<file path="src/rtl/aes_enc_round_ctrl.sv">
// aes_enc_round_ctrl: AES-256 round scheduler. Sequences the SB/SR/MC/ARK stage
// enables in AES order, steers the shared state register and drives the round-key index.
// Optional macro AES_CTRL_TIMEOUT_EN adds a sticky err output and a per-stage WAIT timeout.
module aes_enc_round_ctrl #(
  parameter int NR            = 14,
  parameter int STAGE_TIMEOUT = 64
) (
  input  logic       clk,
  input  logic       reset,
  input  logic       in_valid,
  output logic       in_ready,
  output logic       st_load_in,
  output logic       st_load,
  output logic [1:0] st_sel,
  output logic [3:0] round_idx,
  output logic       sb_en,
  output logic       sr_en,
  output logic       mc_en,
  output logic       ark_en,
  input  logic       sb_done,
  input  logic       sr_done,
  input  logic       mc_done,
  input  logic       ark_done,
  output logic       out_valid,
  input  logic       out_ready,
  output logic       busy
`ifdef AES_CTRL_TIMEOUT_EN
  ,
  output logic       err
`endif
);

  localparam logic [1:0] S_IDLE  = 2'd0;
  localparam logic [1:0] S_ISSUE = 2'd1;
  localparam logic [1:0] S_WAIT  = 2'd2;
  localparam logic [1:0] S_OUT   = 2'd3;

  // Stage codes double as the st_sel encoding of the state-register mux.
  localparam logic [1:0] STG_SB  = 2'd0;
  localparam logic [1:0] STG_SR  = 2'd1;
  localparam logic [1:0] STG_MC  = 2'd2;
  localparam logic [1:0] STG_ARK = 2'd3;

  localparam logic [3:0] LAST_ROUND = 4'(NR);

  // Reject round counts the 4-bit round index and AES do not support.
  if (!(NR == 10 || NR == 12 || NR == 14) || STAGE_TIMEOUT < 1) begin : g_param_check
    $error("aes_enc_round_ctrl: illegal NR or STAGE_TIMEOUT");
  end

  logic [1:0] state;
  logic [1:0] stage;
  logic [1:0] stage_nxt;
  logic       last_step;
  logic       cur_done;
  logic       active;
  logic       timeout_hit;

  assign active     = (state == S_ISSUE) || (state == S_WAIT);
  assign in_ready   = (state == S_IDLE);
  assign st_load_in = in_ready && in_valid;
  assign out_valid  = (state == S_OUT);
  assign busy       = (state != S_IDLE);
  assign st_load    = (state == S_WAIT) && cur_done;
  assign st_sel     = active ? stage : 2'd0;

  // The enable of the current stage is held through ISSUE and WAIT.
  assign sb_en  = active && (stage == STG_SB);
  assign sr_en  = active && (stage == STG_SR);
  assign mc_en  = active && (stage == STG_MC);
  assign ark_en = active && (stage == STG_ARK);

  // Select the done level of the stage currently being waited on.
  always_comb begin
    cur_done = 1'b0;
    case (stage)
      STG_SB:  cur_done = sb_done;
      STG_SR:  cur_done = sr_done;
      STG_MC:  cur_done = mc_done;
      default: cur_done = ark_done;
    endcase
  end

  // Stage successor: the final round skips MixColumns and ends after its ARK.
  always_comb begin
    stage_nxt = stage;
    last_step = 1'b0;
    case (stage)
      STG_SB:  stage_nxt = STG_SR;
      STG_SR:  stage_nxt = (round_idx == LAST_ROUND) ? STG_ARK : STG_MC;
      STG_MC:  stage_nxt = STG_ARK;
      default: begin
        stage_nxt = STG_SB;
        last_step = (round_idx == LAST_ROUND);
      end
    endcase
  end

`ifdef AES_CTRL_TIMEOUT_EN
  localparam int CW = $clog2(STAGE_TIMEOUT + 1);
  logic [CW-1:0] wait_cnt;

  assign timeout_hit = (state == S_WAIT) && !cur_done && (wait_cnt == CW'(STAGE_TIMEOUT - 1));

  // Count WAIT cycles without done; err is sticky until reset.
  always_ff @(posedge clk) begin
    if (reset) begin
      wait_cnt <= '0;
      err      <= 1'b0;
    end else begin
      if (state != S_WAIT) begin
        wait_cnt <= '0;
      end else if (!cur_done) begin
        wait_cnt <= wait_cnt + 1'b1;
      end
      if (timeout_hit) begin
        err <= 1'b1;
      end
    end
  end
`else
  assign timeout_hit = 1'b0;
`endif

  // Main scheduler: accept, issue/wait each stage, present the result, abort on timeout.
  always_ff @(posedge clk) begin
    if (reset) begin
      state     <= S_IDLE;
      stage     <= STG_SB;
      round_idx <= 4'd0;
    end else begin
      case (state)
        S_IDLE: begin
          if (in_valid) begin
            state     <= S_ISSUE;
            stage     <= STG_ARK;
            round_idx <= 4'd0;
          end
        end
        S_ISSUE: begin
          state <= S_WAIT;
        end
        S_WAIT: begin
          if (cur_done) begin
            stage <= stage_nxt;
            if (last_step) begin
              state <= S_OUT;
            end else begin
              state <= S_ISSUE;
              if (stage == STG_ARK) begin
                round_idx <= round_idx + 4'd1;
              end
            end
          end else if (timeout_hit) begin
            state <= S_IDLE;
          end
        end
        default: begin
          if (out_ready) begin
            state <= S_IDLE;
          end
        end
      endcase
    end
  end

endmodule
</file>
<file path="config.mk">
export PLATFORM = sky130hd
export DESIGN_NAME = aes_enc_round_ctrl
export DESIGN_NICKNAME = d
export VERILOG_FILES = /design/src/rtl/aes_enc_round_ctrl.sv
export SDC_FILE = /design/constraint.sdc
export NUM_CORES = 1
export LEC_CHECK = 0
export ABC_AREA = 1
export BUFFER_PORTS_ARGS = -buffer_cell sky130_fd_sc_hd__buf_2
export CORE_MARGIN = 1
export CORE_UTILIZATION = 40
export CTS_BUF_LIST = sky130_fd_sc_hd__clkbuf_4
export DETAILED_ROUTE_END_ITERATION = 7
export PLACE_DENSITY_LB_ADDON = 0.3
export SLEW_MARGIN = 10
export SYNTH_ARGS = -nofsm -noshare
export SYNTH_HDL_FRONTEND = slang
export SYNTH_SLANG_ARGS = --single-unit
</file>
<file path="constraint.sdc">
create_clock -name clk -period 2 [get_ports clk]
set_input_delay 0.3 -clock clk [delete_from_list [all_inputs] [get_ports clk]]
set_output_delay 0.3 -clock clk [all_outputs]
set_load 0.01 [all_outputs]
</file>
==> results.cfg, run 1 <==
[logic_synthesis]
yosys.area.top_type_share_pct = 21.6
yosys_warnings = 0
netlist_area_um2 = 741
syn-num-nets = 139
syn_area_per_cell_um2 = 6.17
yosys.area.top_type = dfxtp_1
synth_common_cells = nand2_1, inv_1, nor2_1, ha_1, dfxtp_1
async_flop_share_pct = 0
synth_most_common_cell = nand2_1
synthTopCellsByArea = dfxtp_1, ha_1, nand2_1
synth_edf_count = 0
synth_top_flop_cell = dfxtp_1
synth_cells = 120
ys_ff_latch = 8
seq_area_frac_synth_pct = 21.6
ys_types = 18

[grt]
antenna_found_initial = 0
grt_pass1_vias = 572
grt_overflow_total = 0
grt_max_degree = 8
grt_use_total_pct = 16.2
grt_first_pass_wirelength_mm = 2.37

[timing]
fin_crit_sh_pct = 90.6
setup_slack_ns = 0.188
slew_headroom_pct = 83.7
tns_ns = 0
fin_skew_ns = 0.00893
holdWs_ns = 0.231
hold_violations = 0
worst_pin_slew_ns = 0.244
rsz0062_at_grt = no
fmax_mhz = 552
setup_viol_count_final = 0
fin_crit_ns = 1.81
slew_violations = 0

[critical_path]
r2r_setup_slack_ns = 0.45
required_ns = 1.70
rr_worst_depth = 8
startpoint_type = flip-flop
crit_path_max_fanout = 5
r2r-end = round_idx[2]
worst_ep_arrival_time_ns = 1.51
critPathLaunch = stage[0]
worstSetupPathType = reg -> out
r2r_start = state[0]
end_kind = primary output

[placement]
numPortBuffers = 22
dp_cells = 167
placed_area_um2 = 882
place_hpwl_mm = 1.21
gp_congestion = 0.795
pre_cts_slack_ns = 0.460

[die]
dieArea_mm2 = 0.00203
rows = 15
dieHeight_um = 45.0
die_x_um = 45.0
core_area_mm2 = 0.00173
initial_core_util_pct = 42.9
io_pins = 23

[route]
drc = 0
vias = 766
dr.pass1.iters = 3
drt_iter0_drc = 14
wl_mm = 1.48
routed_via_density = 4.51
avgRoutedWirePerCell_um = 8.73
ant_nets = 0

[power_and_ir_drop]
power_density_mw_per_mm2 = 1200
vdd_drop_max_uv = 668
p_leak_nw = 0.549
total_power_mw = 1.08

[cts]
cts_hold_buf = 0
cts-resized-gates = 0
cts_tree = done
cts-root-buf = clkbuf_4
htreeDepth = 1
numCtsBuffers = 3
postCtsSetupBuffers = 0
clkTransAtPathRegs_ns = 0.06
clock_latency_ns = 0.26
cts_max_path_buffers = 2
cts.sinks = 8

[finish]
layout-drive-gt1-share_pct = 23.4
fin_cells = 170
postLayoutCoreUtil_pct = 52.4
layout.nets = 166
antenna_cells = 0
fin_area_um2 = 905
syn_to_final_growth_pct = 22.1

[min_path]
hold_depth = 2
hp-start = reset
hold_end = round_idx[1]
worstHoldPathType = in -> reg

[job]
cap_violations = 0

[status]
outcome = finished, final reports clean
## placed cells by master (no fill, tap or decap), drive strengths merged
| cell type | count |
|---|---|
| ha | 11 |
| nand2 | 35 |
| inv | 23 |
| a21oi | 7 |
| nor2 | 20 |
| o21ai | 4 |
| nor3 | 2 |
| dfxtp | 8 |
| or2 | 1 |
| nand4 | 1 |
| nand3 | 7 |
| xnor2 | 1 |
| buf | 22 |
| clkbuf | 3 |
## final cells by class
cell class | instances | area (µm²)
Fill cell | 180 | 822
Multi-Input combinational cell | 89 | 494
Sequential cell | 8 | 160
Timing Repair Buffer | 22 | 110
Inverter | 23 | 86.3
Tap cell | 25 | 31.3
Clock buffer | 3 | 22.5
## state kept, by name (all words and copies together) (netlist names)
register   flops
round_idx      4
stage          2
state          2
## cells by family after synthesis
kind of cell    after synthesis  share of synthesized area (%)
fa+ha+maj                    11                           18.6
simple gates                 66                           39.0
flops                         8                           21.6
compound gates               11                           7.94
xor+xnor                      1                           1.18
buf+inv                      23                           11.7
## power breakdown
| group | switching, mW | total [mW] | internal, mW |
|---|---|---|---|
| Sequential | 0.0554 | 0.258 | 0.202 |
| Combinational | 0.425 | 0.698 | 0.273 |
| Clock | 0.0583 | 0.127 | 0.0689 |
| Total | 0.539 | 1.08 | 0.545 |
## routing by layer
metal | vias to the layer above | global-route usage [%] | share of wire (%)
li1 | 423 | - | -
met1 | 320 | 22.1 | 51
met2 | 18 | 24.1 | 42
met3 | 5 | 3.60 | 4.2
met4 | 0 | 7.27 | 2.1
met5 | - | 0 | 0
## critical path, stage by stage, from the launching register on
cell and delay [ns]:
dfxtp_1 0.40, inv_1 0.10, ha_1 0.23, nand2_1 0.06, nand2_1 0.04, o21ai_1 0.17
nor2_1 0.09, buf_2 0.15
## worst max-delay path by stage
stage	to	slack, ns	depth (start not counted)
6_report	st_load	0.19	7
5_1_grt	st_load	0.07	6
4_1_cts	st_load	0.18	7
3_5_place_dp	st_load	0.46	7
3_3_place_gp	st_load	0.46	7
2_1_floorplan	round_idx[0]	0.56	9
Power figures use the tool's default switching activity.
==> run 2, diff against run 1 <==
==> constraint.sdc (replaced) <==
create_clock -name clk -period 2 [get_ports clk]
set_input_delay 0.4 -clock clk [delete_from_list [all_inputs] [get_ports clk]]
set_output_delay 0.4 -clock clk [all_outputs]
set_load 0.01 [all_outputs]
==> run 2 against run 1 <==
  * Sequential cell count unchanged
  * Register-to-register slack improved by 0.03 ns
  * Final cell count unchanged
  * Clock-buffer cell count unchanged
  * Via count shrank 1.7%
  * Critical endpoint unchanged
  * Largest cell class unchanged
  * Non-clock buffer count did not move
==> results.cfg, run 2 (synthesis gave the netlist of run 1 again) <==
[status]
outcome = finished, final reports clean

[placement]
place_hpwl_mm = 1.28
numPortBuffers = 22
gp_congestion = 0.834
dp_cells = 167

[critical_path]
startpoint_type = flip-flop
end_kind = primary output
r2r_setup_slack_ns = 0.48
max_stage_delay_ns = 0.33
rr_worst_depth = 8
slowest_stage = dfxtp_1
path_cells = inv_1 > ha_1 > inv_2 > nor2_1 > buf_2
critPathLaunch = state[0]
r2r-end = round_idx[0]
required_ns = 1.60
worstSetupPathType = reg -> out
crit_path_max_fanout = 6
worst_ep_arrival_time_ns = 1.49
r2r_start = state[0]

[cts]
cts.sinks = 8
numCtsBuffers = 3
clkTransAtPathRegs_ns = 0.06
cts_max_path_buffers = 2
cts-root-buf = clkbuf_4
clock_latency_ns = 0.26
htreeDepth = 1
cts_tree = done

[timing]
tns_ns = 0
slew_headroom_pct = 82.7
fin_skew_ns = 0.00817
fin_crit_ns = 1.89
fmax_mhz = 529
fin_crit_sh_pct = 94.4
setup_viol_count_final = 0
hold_violations = 0
rsz0062_at_grt = no
worst_pin_slew_ns = 0.260
slew_violations = 0

[grt]
antenna_found_initial = 0
grt_use_total_pct = 16.9
grt_overflow_total = 0
grt_max_degree = 8
grt_pass1_vias = 656
grt_first_pass_wirelength_mm = 2.48

[finish]
syn_to_final_growth_pct = 22.8
fillCellCount = 195
final_common_cell = nand2_1
largest_reg_flops = 4
multi_input_area_um2 = 497
largest_register = round_idx
regArea_um2 = 163
fin_cells = 170
final_cell_mix = nand2_1, inv_1, buf_2
reg_top3 = round_idx x4, stage x2, state x2
layout-drive-gt1-share_pct = 25.5
layout.nets = 166
antenna_cells = 0

[power_and_ir_drop]
seqPwrFrac_pct = 24.0
p_leak_nw = 0.547
p_int_mw = 0.550
power_density_mw_per_mm2 = 1210
power.switching_mw = 0.547
vdd_drop_max_uv = 809
netSwitchingFraction_pct = 49.8
combPwrFrac_pct = 64.5
p_clk_share_pct = 11.5

[die]
initial_core_util_pct = 42.9
rows = 15
dieArea_mm2 = 0.00203
core_area_mm2 = 0.00173
io_pins = 23
dieHeight_um = 45.0
die_x_um = 45.0

[route]
drt_iter0_drc = 13
ant_nets = 0
drc = 0
avgRoutedWirePerCell_um = 9.28
wl_mm = 1.58
vias = 753
dr.pass1.iters = 3
routed_via_density = 4.43

[job]
cap_violations = 0

[min_path]
worstHoldPathType = in -> reg
hp-start = reset
hold_end = round_idx[1]
hold_depth = 2
[run 2: cell counts in the layout (fill, tap and decap cells not counted)]
Identical to the previous run, type by type.
[run 2: metrics by stage]
step / utilization, % / worst slack, ns / hold WS (ns) / area, µm² / total power, mW
3_5_place_dp: 51.1 / 0.356 / 0.524 / 882 / 0.970
4_1_cts: 52.4 / 0.0707 / 0.332 / 905 / 1.10
2_1_floorplan: - / 0.557 / 0.462 / 741 / 0.786
6_report: 52.7 / 0.111 / 0.329 / 910 / 1.10
5_1_grt: 52.7 / 0.0330 / 0.340 / 910 / 1.22
3_3_place_gp: 51.1 / 0.392 / 0.517 / 882 / 0.961
[run 2: repair_timing]
action	in CTS	in global routing
buffers inserted	0	0
resized for setup	0	3
hold buffers	0	0
endpoints found under the setup margin	0	1
[run 2: worst max path at each step]
stage | to | slack [ns] | cells after the start
finish | st_load | 0.11 | 5
detailed placement | st_load | 0.36 | 7
global placement | st_load | 0.39 | 7
CTS | st_load | 0.07 | 7
global route | st_load | 0.03 | 5
floorplan | round_idx[0] | 0.56 | 9
[run 2: final cells by class]
class	count	area share, %
clock buffers	3	2.48
multi-input cells	89	54.6
repair buffers	22	12.1
well taps	25	3.44
flip-flops and latches	8	17.9
inverters	23	9.49
[run 2: power groups by stage]
stage	combinational (mW)	sequential, mW	clock, mW
final	0.707	0.264	0.126
after global routing	0.806	0.274	0.137
after CTS	0.711	0.260	0.130
after detailed placement	0.706	0.264	0
after global placement	0.702	0.259	0
after floorplan	0.532	0.254	0
[run 2: per-layer routing]
metal  vias up  global-route usage (%)  share of wire, %  wire, µm
li1        418                       -                 -         -
met1       313                    21.3                50       782
met2        18                    28.7                44       702
met3         4                    1.20               4.2        66
met4         0                    9.09               1.6        26
met5         -                       0                 0         0
[run 2: critical path, delay by kind of cell, from the launching register on]
family	cells	cell delay, ns
adder cells (fa/ha/maj)	1	0.32
AND/OR/NAND/NOR	1	0.19
flip-flops	1	0.33
buffers and inverters	3	0.38
